===== config.mk =====
export PLATFORM = sky130hd
export DESIGN_NAME = button_event_decoder_flat
export DESIGN_NICKNAME = d
export VERILOG_FILES = /design/src/rtl/btn_evt_pkg.sv /design/src/rtl/button_event_decoder_if.sv /design/src/rtl/evt_out_reg.sv /design/src/rtl/button_event_decoder.sv /design/src/flat_wrapper.sv
export SDC_FILE = /design/constraint.sdc
export NUM_CORES = 1
export LEC_CHECK = 0
export BUFFER_PORTS_ARGS = -buffer_cell sky130_fd_sc_hd__buf_2
export CAP_MARGIN = 30
export CORE_UTILIZATION = 50
export DETAILED_ROUTE_END_ITERATION = 7
export PLACE_DENSITY = 0.67
export SLEW_MARGIN = 20
export SYNTH_ARGS = -nofsm -noshare
export SYNTH_HDL_FRONTEND = slang
export SYNTH_SLANG_ARGS = --single-unit

===== constraint.sdc =====
create_clock -name clk -period 4.6 [get_ports clk]
set_clock_uncertainty 0.2 [all_clocks]
set_input_delay 0.46 -clock clk [delete_from_list [all_inputs] [get_ports clk]]
set_output_delay 0.46 -clock clk [all_outputs]
set_load 0.01 [all_outputs]

===== src/rtl/btn_evt_pkg.sv =====
// Shared types and constants for the push-button event decoder.
// Contents: classifier state enum and the 2-bit event code values.
package btn_evt_pkg;

    localparam int unsigned EV_W   = 2;
    localparam int unsigned MCNT_W = 4;

    typedef enum logic [2:0] {
        IDLE,
        PRESS1,
        WAIT2,
        PRESS2,
        HOLD
    } btn_state_t;

    localparam logic [EV_W-1:0] EV_SHORT  = 2'b00;
    localparam logic [EV_W-1:0] EV_DOUBLE = 2'b01;
    localparam logic [EV_W-1:0] EV_LONG   = 2'b10;
    localparam logic [EV_W-1:0] EV_REPEAT = 2'b11;

endpackage


===== src/rtl/button_event_decoder_if.sv =====
// Event delivery channel: one-entry valid/ready with a sticky overflow flag.
//   ev_valid    : event pending (producer -> consumer)
//   ev_code     : event code (producer -> consumer)
//   ev_overflow : sticky, an event was dropped while one was pending
//   ev_ready    : consumer accepts when ev_valid && ev_ready
interface button_event_decoder_if;
    import btn_evt_pkg::*;

    logic            ev_valid;
    logic [EV_W-1:0] ev_code;
    logic            ev_overflow;
    logic            ev_ready;

    modport master (output ev_valid, ev_code, ev_overflow, input ev_ready);
    modport slave  (input ev_valid, ev_code, ev_overflow, output ev_ready);

endinterface


===== src/rtl/evt_out_reg.sv =====
// One-entry valid/ready event register with sticky overflow flag.
// Ports:
//   clk, reset    : clock, synchronous active-low reset
//   push          : producer offers an event this cycle
//   push_code     : code of the offered event
//   ev_ready      : consumer accepts the pending event
//   ev_valid      : event pending
//   ev_code       : pending event code
//   ev_overflow   : sticky, set when an event arrives while one is held
module evt_out_reg #(
    parameter int unsigned CODE_W = 2
) (
    input  logic              clk,
    input  logic              reset,
    input  logic              push,
    input  logic [CODE_W-1:0] push_code,
    input  logic              ev_ready,
    output logic              ev_valid,
    output logic [CODE_W-1:0] ev_code,
    output logic              ev_overflow
);

    // An arriving event may replace the entry only if it is empty or leaving now.
    always_ff @(posedge clk) begin
        if (!reset) begin
            ev_valid    <= 1'b0;
            ev_code     <= '0;
            ev_overflow <= 1'b0;
        end else if (push) begin
            if (!ev_valid || ev_ready) begin
                ev_valid <= 1'b1;
                ev_code  <= push_code;
            end else begin
                ev_overflow <= 1'b1;
            end
        end else if (ev_valid && ev_ready) begin
            ev_valid <= 1'b0;
        end
    end

endmodule


===== src/rtl/button_event_decoder.sv =====
// Classifies debounced button presses into SHORT / DOUBLE / LONG events.
// Optional feature: define REPEAT_EN to emit REPEAT on every MCEN while held
// after LONG; otherwise that logic is not built and code 11 never appears.
// Ports:
//   clk, reset : clock, synchronous active-low reset
//   DPB        : debounced button level
//   SCEN       : one pulse per press
//   MCEN       : pulse coincident with SCEN, then repeating while held
//   evt        : event channel (valid/code/overflow out, ready in)
module button_event_decoder
    import btn_evt_pkg::*;
#(
    parameter int unsigned DBL_WIN   = 25_000_000,
    parameter int unsigned LONG_MCEN = 4
) (
    input  logic                   clk,
    input  logic                   reset,
    input  logic                   DPB,
    input  logic                   SCEN,
    input  logic                   MCEN,
    button_event_decoder_if.master evt
);

    localparam int unsigned WCNT_W = $clog2(DBL_WIN + 1);

    btn_state_t        state, state_nxt;
    logic [MCNT_W-1:0] mcnt, mcnt_nxt;
    logic [WCNT_W-1:0] wcnt, wcnt_nxt;
    logic              push_c;
    logic [EV_W-1:0]   code_c;

    // State and counter registers.
    always_ff @(posedge clk) begin
        if (!reset) begin
            state <= IDLE;
            mcnt  <= '0;
            wcnt  <= '0;
        end else begin
            state <= state_nxt;
            mcnt  <= mcnt_nxt;
            wcnt  <= wcnt_nxt;
        end
    end

    // Press classifier: next state, counters and event offer.
    always_comb begin
        state_nxt = state;
        mcnt_nxt  = mcnt;
        wcnt_nxt  = wcnt;
        push_c    = 1'b0;
        code_c    = EV_SHORT;
        unique case (state)
            IDLE: begin
                if (SCEN) begin
                    mcnt_nxt  = MCNT_W'(1);
                    state_nxt = PRESS1;
                end
            end
            PRESS1: begin
                if (MCEN && !SCEN && mcnt != MCNT_W'(LONG_MCEN)) begin
                    mcnt_nxt = mcnt + MCNT_W'(1);
                end
                // Reaching the threshold takes priority over a same-cycle release.
                if (mcnt_nxt == MCNT_W'(LONG_MCEN)) begin
                    push_c    = 1'b1;
                    code_c    = EV_LONG;
                    state_nxt = HOLD;
                end else if (!DPB) begin
                    wcnt_nxt  = '0;
                    state_nxt = WAIT2;
                end
            end
            WAIT2: begin
                wcnt_nxt = wcnt + WCNT_W'(1);
                // Timeout wins over a coincident SCEN; that press is still tracked.
                if (wcnt == WCNT_W'(DBL_WIN)) begin
                    push_c = 1'b1;
                    code_c = EV_SHORT;
                    if (SCEN) begin
                        mcnt_nxt  = MCNT_W'(1);
                        state_nxt = PRESS1;
                    end else begin
                        state_nxt = IDLE;
                    end
                end else if (SCEN) begin
                    push_c    = 1'b1;
                    code_c    = EV_DOUBLE;
                    state_nxt = PRESS2;
                end
            end
            PRESS2: begin
                if (!DPB) begin
                    state_nxt = IDLE;
                end
            end
            HOLD: begin
`ifdef REPEAT_EN
                if (MCEN) begin
                    push_c = 1'b1;
                    code_c = EV_REPEAT;
                end
`endif
                if (!DPB) begin
                    state_nxt = IDLE;
                end
            end
            default: state_nxt = IDLE;
        endcase
    end

    evt_out_reg #(
        .CODE_W (EV_W)
    ) u_out (
        .clk         (clk),
        .reset       (reset),
        .push        (push_c),
        .push_code   (code_c),
        .ev_ready    (evt.ev_ready),
        .ev_valid    (evt.ev_valid),
        .ev_code     (evt.ev_code),
        .ev_overflow (evt.ev_overflow)
    );

endmodule


===== src/flat_wrapper.sv =====
// flat-port wrapper written by rule: the top's interface ports become plain ports
module button_event_decoder_flat import btn_evt_pkg::*;
#(
    parameter int unsigned DBL_WIN   = 25_000_000,
    parameter int unsigned LONG_MCEN = 4
)
  (clk, reset, DPB, SCEN, MCEN, evt_ev_valid, evt_ev_code, evt_ev_overflow, evt_ev_ready);
  button_event_decoder_if evt_i ();
  input  logic clk;
  input  logic reset;
  input  logic DPB;
  input  logic SCEN;
  input  logic MCEN;
  output wire logic [$bits(evt_i.ev_valid)-1:0] evt_ev_valid;
  output wire logic [$bits(evt_i.ev_code)-1:0] evt_ev_code;
  output wire logic [$bits(evt_i.ev_overflow)-1:0] evt_ev_overflow;
  input wire logic [$bits(evt_i.ev_ready)-1:0] evt_ev_ready;
  assign evt_ev_valid = evt_i.ev_valid;
  assign evt_ev_code = evt_i.ev_code;
  assign evt_ev_overflow = evt_i.ev_overflow;
  assign evt_i.ev_ready = evt_ev_ready;
  button_event_decoder #(.DBL_WIN(DBL_WIN), .LONG_MCEN(LONG_MCEN)) u_core (.clk(clk), .reset(reset), .DPB(DPB), .SCEN(SCEN), .MCEN(MCEN), .evt(evt_i));
endmodule

==> results.md, run 1 <==
* Syn_nets at roughly 250
* Critical path launch point type: flop
* CTS clk-pin slew, worst paths at 0.07 ns
* Flop2flop setup slack at 1.81 ns
* Vias in the first global route at 1531
* Max Cap Viol at 0
* LEAKAGE at between 0.0007 and 0.0008 µW
* P&R area growth vs syn at 9.51%
* WL final at 4.24 mm
* Hold crit path type: reg2reg
* Via Count at 1762
* Nets at between 200 and 300
* Placed insts at between 200 and 300
* Final WS setup at 1.81 ns
* Hold_buf cts at 0
* Worst Hold Depth at 1
* Core ar. at around 0.004 mm²
* # DRC at 0
* Die Y at 66.5 µm
* Dominant synthesized flop cell: dfxtp_1
* Setup TNS at 0 ns
* Pre-CTS setup slack at approximately 1.8 ns
* Synthesized area per cell at about 8.6 µm²
* Worst Setup Path Type: reg2reg
* Post-synthesis sequential area ratio at 0.347
* Multi-input logic area at 0.00127 mm²
* First-pass GRT wire length at 7.04 mm
* Antenna Cells at 0
* Initial antenna violation count at 0
* CTS tree: built
* EDFF count, synth at 0
* Die ar. at 0.00442 mm²
* DR vias/cell at 5.80
* Starting density of the core at 0.520
* Gr usage total at 0.212
* Worst EP required at 4.62 ns
* Max-slew violations at 0
* Clk sinks at 36
* CTS buffer count at 5
* Setup violations, final at 0
* FF+latch count, synth at 36
* Top delay family on crit path: simple AND/OR/NAND/NOR gates
* FF+latch area at ~700 µm²
* Worst reg2reg path endpoint: u_core.wcnt[15]
* Top-count cell post-synth: dfxtp_1
* PostCTS Resize Cnt at 0
* WHS Endpoint: u_core.u_out.ev_overflow
* Post-Synthesis Cells at about 240
* Achievable Freq at 358 MHz
* Post-synth ARST share at 0
* Number of H-tree levels at 2
* CTS max path bufs at 2
* Routed Antenna Nets at 0
* Crit-path max cell delay at 0.46 ns
* Outcome: finished clean
* Part of the cycle the worst path needs at 0.607
* Standard-cell rows at 23
* Yosys cell types at between 50 and 60
* Final Hold Violating Endpoints at 0
* Peak VDD IR at 0.000207 V
* Crit-path slowest cell: o2111ai_4
* R2R depth at 8
* Routability cong. at between 0.8 and 0.9
* Worst Setup End Kind: flop
* Final cell count without fillers at 304
* IO Port Bufs at 9
* Worst path arrival time at 2.82 ns
* Synth top area cells: dfxtp_1, nor2_1, nand2_1, xor2_1, nand4_1
* WP buf/inv at 1
* DRT Pass-1 Iters at 4
* Drt wl/cell at roughly 14 µm
* RR Startpoint: u_core.mcnt[0]
* YS warnings at 0
* Max Fanout on Critical Path at 16
* Share of layout cells above drive strength 1 at 0.118
* Post-DP HPWL at a little under 3 mm
* Setup Buffers After CTS at 0
* Layout filler cell count at 370
* Min-delay src: u_core.u_out.ev_overflow
* Slew @ Worst Pin at 0.741 ns
* Largest net degree at the start of global routing at 20
* Initial detailed-routing violation count at 98
* Synthesized area at 0.00208 mm²
* I/O pin count at 10
* Die Wd at 66.5 µm
* Gr ovfl total at 0
* Tot Pwr at 666 µW
* Relative slew margins at 0.506
* Pwr Density at between 200 and 300 mW/mm²
* Cell taking the most area after synthesis: dfxtp_1
* Synth top area share at 0.347
* RSZ-0062 raised after global routing: false
* Leading cell types by count after synthesis: dfxtp_1, nor2_1, nand2_1
* Worst path cell trace: inv_1 -> ha_1 -> and3b_4 -> o2111a_1 -> o2111ai_4 -> nand2_1 -> nor4_1 -> mux2i_1
* Root Driver: clkbuf_8
* Clk_lat worst skew at 0.29 ns
* Final Critical Period at between 2 and 3 ns
how the worst max path moves through the flow:
stage	cells after the start	from	slack [ns]	endpoint
5_1_grt	8	u_core.mcnt[0]	1.64	u_core.wcnt[15]
4_1_cts	8	u_core.mcnt[0]	1.81	u_core.wcnt[15]
6_report	8	u_core.mcnt[0]	1.81	u_core.wcnt[15]
2_1_floorplan	8	u_core.mcnt[0]	2.23	u_core.wcnt[24]
3_5_place_dp	8	u_core.mcnt[0]	1.82	u_core.wcnt[15]
3_3_place_gp	8	u_core.mcnt[0]	1.93	u_core.wcnt[15]
flip-flops by register name, summed over array words and instances, names as in the netlist:
signal / cells
u_core.u_out.ev_code: 2
u_core.state: 3
u_core.mcnt: 4
u_core.wcnt: 25
u_core.u_out.ev_overflow: 1
u_core.u_out.ev_valid: 1
report_power, final:
| part | total (µW) | internal, µW | leakage (µW) | switching, µW |
|---|---|---|---|---|
| Combinational | 40.4 | 14.3 | 0.000410 | 26.1 |
| Sequential | 321 | 315 | 0.000291 | 6.45 |
| Clock | 304 | 191 | 0.0000645 | 113 |
| Total | 666 | 520 | 0.000765 | 146 |
logic make-up after synthesis:
logic type | after synthesis | share of synthesized area
and+or+nand+nor | 119 | 0.355
muxes | 2 | 0.00963
adders and majority gates | 4 | 0.0241
DFF | 36 | 0.347
xor gates and xnor gates | 15 | 0.0632
buffers and inverters | 20 | 0.0427
AOI/OAI and AO/OA | 47 | 0.159
layout make-up:
cell class / instances / share of cell area
multi-input cells: 187 / 0.557
repair buffers: 9 / 0.0198
clock buffers: 7 / 0.0423
clock inverters: 1 / 0.0132
inverters: 14 / 0.0231
flip-flops and latches: 36 / 0.317
well taps: 50 / 0.0275
routing by layer:
layer,wire length [µm],global-route usage,vias up
li1,-,-,908
met1,2110,0.286,809
met2,1900,0.324,37
met3,152,0.0479,8
met4,76,0.0824,0
met5,0,0,-
cells in the final DEF, fill, tap and decap left out, types with 3 or more instances in the layout:
cell type / netlist / final
dfxtp_1: 36 / 36
nor2_1: 22 / 22
nand2_1: 21 / 21
inv_1: 14 / 14
nand3_1: 13 / 13
a21oi_1: 11 / 11
nand4_1: 11 / 11
buf_2: 2 / 9
xor2_1: 8 / 8
xnor2_1: 7 / 7
or3_1: 7 / 7
o21ai_0: 7 / 7
clkbuf_8: 0 / 7
nor4b_1: 5 / 5
or4_1: 5 / 5
o211ai_1: 5 / 5
nand2b_1: 4 / 4
and3_1: 4 / 4
ha_1: 4 / 4
o21ai_1: 3 / 3
nor2b_1: 3 / 3
nor3b_1: 3 / 3
o31ai_1: 3 / 3
worst register-to-register path: stages (launching register included):
cell       delay [ns]
dfxtp_1          0.44
inv_1            0.10
ha_1             0.23
and3b_4          0.22
o2111a_1         0.28
o2111ai_4        0.46
nand2_1          0.21
nor4_1           0.38
mux2i_1          0.22
stage by stage:
step | utilization | hold WS, ns | area [µm²]
floorplan | - | 0.247 | 2080
global placement | 0.537 | 0.247 | 2150
detailed placement | 0.537 | 0.256 | 2150
CTS | 0.569 | 0.271 | 2280
global route | 0.569 | 0.287 | 2280
finish | 0.569 | 0.273 | 2280
(Power assumes the default switching activity.)
==> run 2, diff against run 1 <==
ABC_AREA = 1   (was not set)
clock period = 2.9 ns   (was 4.6 ns; I/O delays follow)
==> run 2 against run 1 <==
Synthesized area grew 17%. Via count grew 30%. Largest cell class unchanged. Non-clock buffer count grew 2. Total power grew 67%.
==> results.md, run 2 <==
* Setup Buffers After CTS at 0 (unchanged)
* Leading cell types by count after synthesis: nand2_1, inv_1, nand3_1 (was dfxtp_1, nor2_1, nand2_1)
* Share of layout cells above drive strength 1 at 0.207 (was 0.118)
* CTS max path bufs at 2 (unchanged)
* Cell taking the most area after synthesis: dfxtp_1 (unchanged)
* Final cell count without fillers at 441 (was 304)
* Gr ovfl total at 0 (unchanged)
* Worst Setup Path Type: reg2reg (unchanged)
* Nets at 396 (was 263)
* Synth top area cells: dfxtp_1, nand2_1, nand3_1, inv_1, nand2_2 (was dfxtp_1, nor2_1, nand2_1, xor2_1, nand4_1)
* WP buf/inv at 1 (unchanged)
* DR vias/cell at 5.19 (was 5.80)
* Core ar. at 0.00469 mm² (was 0.00400 mm²)
* Largest net degree at the start of global routing at 28 (was 20)
* Initial antenna violation count at 0 (unchanged)
* Achievable Freq at 449 MHz (was 358 MHz)
* Most frequent cells in the layout: nand2_1, inv_1, nand3_1, nor2_1, dfxtp_1 (was dfxtp_1, nor2_1, nand2_1, inv_1, nand3_1)
* Routability cong. at 0.883 (was 0.829)
* Slew @ Worst Pin at 0.738 ns (was 0.741 ns)
* Crit-path slowest cell: dfxtp_1 (was o2111ai_4)
* P&R area growth vs syn at 7.15% (was 9.51%)
* Part of the cycle the worst path needs at 0.767 (was 0.607)
* Largest Register: u_core.wcnt (unchanged)
* First-pass GRT wire length at 9.15 mm (was 7.04 mm)
* Top delay family on crit path: simple AND/OR/NAND/NOR gates (unchanged)
* Die Y at 71.7 µm (was 66.5 µm)
* FF+latch count, synth at 36 (unchanged)
* DRT Pass-1 Iters at 4 (unchanged)
* Critical path launch point type: flop (unchanged)
* Max Fanout on Critical Path at 25 (was 16)
* Synthesized area at 0.00243 mm² (was 0.00208 mm²)
* Max-slew violations at 0 (unchanged)
* Pwr Density at 426 mW/mm² (was 293 mW/mm²)
* RSZ-0062 raised after global routing: false (unchanged)
* Yosys cell types at 29 (was 56)
* Number of H-tree levels at 2 (unchanged)
* IO Port Bufs at 9 (unchanged)
* Max FFs per register at 25 (unchanged)
* Placed insts at 433 (was 296)
* Pre-CTS setup slack at 0.695 ns (was 1.82 ns)
* Dominant synthesized flop cell: dfxtp_1 (unchanged)
* Post-DP HPWL at 4.06 mm (was 2.98 mm)
* Worst EP required at 2.91 ns (was 4.62 ns)
* PostCTS Resize Cnt at 0 (unchanged)
* Max Cap Viol at 0 (unchanged)
* CTS tree: built (unchanged)
* Hold_buf cts at 0 (unchanged)
* Drt wl/cell at 12.2 µm (was 13.9 µm)
* Post-synthesis sequential area ratio at 0.296 (was 0.347)
* Final Critical Period at 2.23 ns (was 2.79 ns)
* Post-synth ARST share at 0 (unchanged)
* Clk_lat worst skew at 0.29 ns (about the same)
* Standard-cell rows at 25 (was 23)
* WL final at 5.39 mm (was 4.24 mm)
* WHS at 0.0695 ns (was 0.273 ns)
* Final Hold Violating Endpoints at 0 (unchanged)
* Fin util at 0.555 (was 0.569)
* EDFF count, synth at 0 (unchanged)
* Peak VDD IR at 0.000183 V (was 0.000207 V)
* Top-count cell post-synth: nand2_1 (was dfxtp_1)
* Crit-path max cell delay at 0.40 ns (was 0.46 ns)
* CTS clk-pin slew, worst paths at 0.07 ns (about the same)
* Syn_nets at 385 (was 253)
* Synth top area share at 0.296 (was 0.347)
* Outcome: finished clean (unchanged)
* Die Wd at 71.7 µm (was 66.5 µm)
* Layout filler cell count at 488 (was 370)
* Post-Synthesis Cells at 375 (was 243)
* Setup TNS at 0 ns (unchanged)
* Most common cell after layout, fill and taps aside: nand2_1 (was dfxtp_1)
* Worst path cell trace: inv_1 -> ha_1 -> nand3_2 -> nand2_4 -> nand2_1 -> nand2_1 -> nor2_4 -> nand2_2 -> nand2_2 -> nand2_2 -> nand2_4 -> nand2_1 -> a21oi_1 (was inv_1 -> ha_1 -> and3b_4 -> o2111a_1 -> o2111ai_4 -> nand2_1 -> nor4_1 -> mux2i_1)
* Gr usage total at 0.228 (was 0.212)
* Via Count at 2289 (was 1762)
* Flop2flop setup slack at 0.67 ns (was 1.81 ns)
* Biggest regs: u_core.wcnt: 25 flops, u_core.mcnt: 4 flops, u_core.state: 3 flops (unchanged)
* Setup violations, final at 0 (unchanged)
* # DRC at 0 (unchanged)
* Worst Setup End Kind: flop (unchanged)
* Final WS setup at 0.675 ns (was 1.81 ns)
* Synthesized area per cell at 6.48 µm² (was 8.55 µm²)
* Clk sinks at 36 (unchanged)
* I/O pin count at 10 (unchanged)
* Starting density of the core at 0.518 (was 0.520)
* Initial detailed-routing violation count at 138 (was 98)
* Worst path arrival time at 2.24 ns (was 2.82 ns)
* YS warnings at 0 (unchanged)
* Routed Antenna Nets at 0 (unchanged)
* Antenna Cells at 0 (unchanged)
* Vias in the first global route at 2017 (was 1531)
* Relative slew margins at 0.507 (was 0.506)
* Root Driver: clkbuf_8 (unchanged)
* Hold crit path type: in2reg (was reg2reg)
* Die ar. at 0.00515 mm² (was 0.00442 mm²)
* LEAKAGE at 0.00102 µW (was 0.000765 µW)
* CTS buffer count at 5 (unchanged)
run 2: cell count changes in the layout (fill, tap and decap cells not counted), moves of 7 or more:
| cell | delta |
|---|---|
| nand2_1 | +66 |
| nor2_1 | +18 |
| a21oi_1 | +7 |
| xor2_1 | -7 |
| nand2_2 | +27 |
| nand3_1 | +29 |
| or3_1 | -7 |
| nor3_1 | +7 |
| inv_1 | +33 |
| a21oi_2 | +19 |
run 2: final cells by class:
class | instances | area, µm² | area share
timing repair buffer | 11 | 72.6 | 0.0279
tap | 54 | 67.6 | 0.0259
sequential | 36 | 721 | 0.277
clock buffer | 6 | 82.6 | 0.0317
clock inverter | 2 | 10.0 | 0.00384
multi-input combinational | 283 | 1470 | 0.562
inverter | 49 | 186 | 0.0716
run 2: cell families (layout without fill, tap and decap cells):
kind of cell	after synthesis	after routing	synth area share
simple gates	231	231	0.448
buf+inv	56	68	0.101
compound gates	46	46	0.127
flops	36	36	0.296
fa+ha+maj	4	4	0.0206
xor+xnor	2	2	0.00721
run 2: power by group:
group          total [µW]  internal, µW  switching [µW]
Sequential            524           508            15.6
Combinational         211          57.8             153
Clock                 374           190             185
run 2: per-stage QoR:
| stage | power (µW) | cell area (µm²) |
|---|---|---|
| 6_report | 1110 | 2610 |
| 5_1_grt | 1170 | 2610 |
| 4_1_cts | 1120 | 2610 |
| 3_5_place_dp | 749 | 2510 |
| 3_3_place_gp | 746 | 2510 |
| 2_1_floorplan | 724 | 2430 |
run 2: worst paths after layout:
path,from,endpoint,cells past startpoint
setup / recovery,u_core.mcnt[0],u_core.wcnt[8],13
hold / removal,reset,u_core.state[1],3
setup reg to reg,u_core.mcnt[0],u_core.wcnt[8],13
hold reg to reg,u_core.u_out.ev_code[0],u_core.u_out.ev_code[0],2
run 2: worst register-to-register path, delay by kind of cell, from the launching register on:
family | cells | cell delay [ns]
flops | 1 | 0.40
compound gates | 1 | 0.16
simple gates | 10 | 1.09
buf+inv | 1 | 0.09
fa+ha+maj | 1 | 0.21
run 2: metal layers:
| layer | wire (µm) | share of wire | track usage | up-vias |
|---|---|---|---|---|
| li1 | - | - | - | 1222 |
| met1 | 2490 | 0.46 | 0.280 | 1016 |
| met2 | 2620 | 0.49 | 0.390 | 42 |
| met3 | 165 | 0.031 | 0.0323 | 9 |
| met4 | 118 | 0.022 | 0.111 | 0 |
| met5 | 0 | 0 | 0 | - |
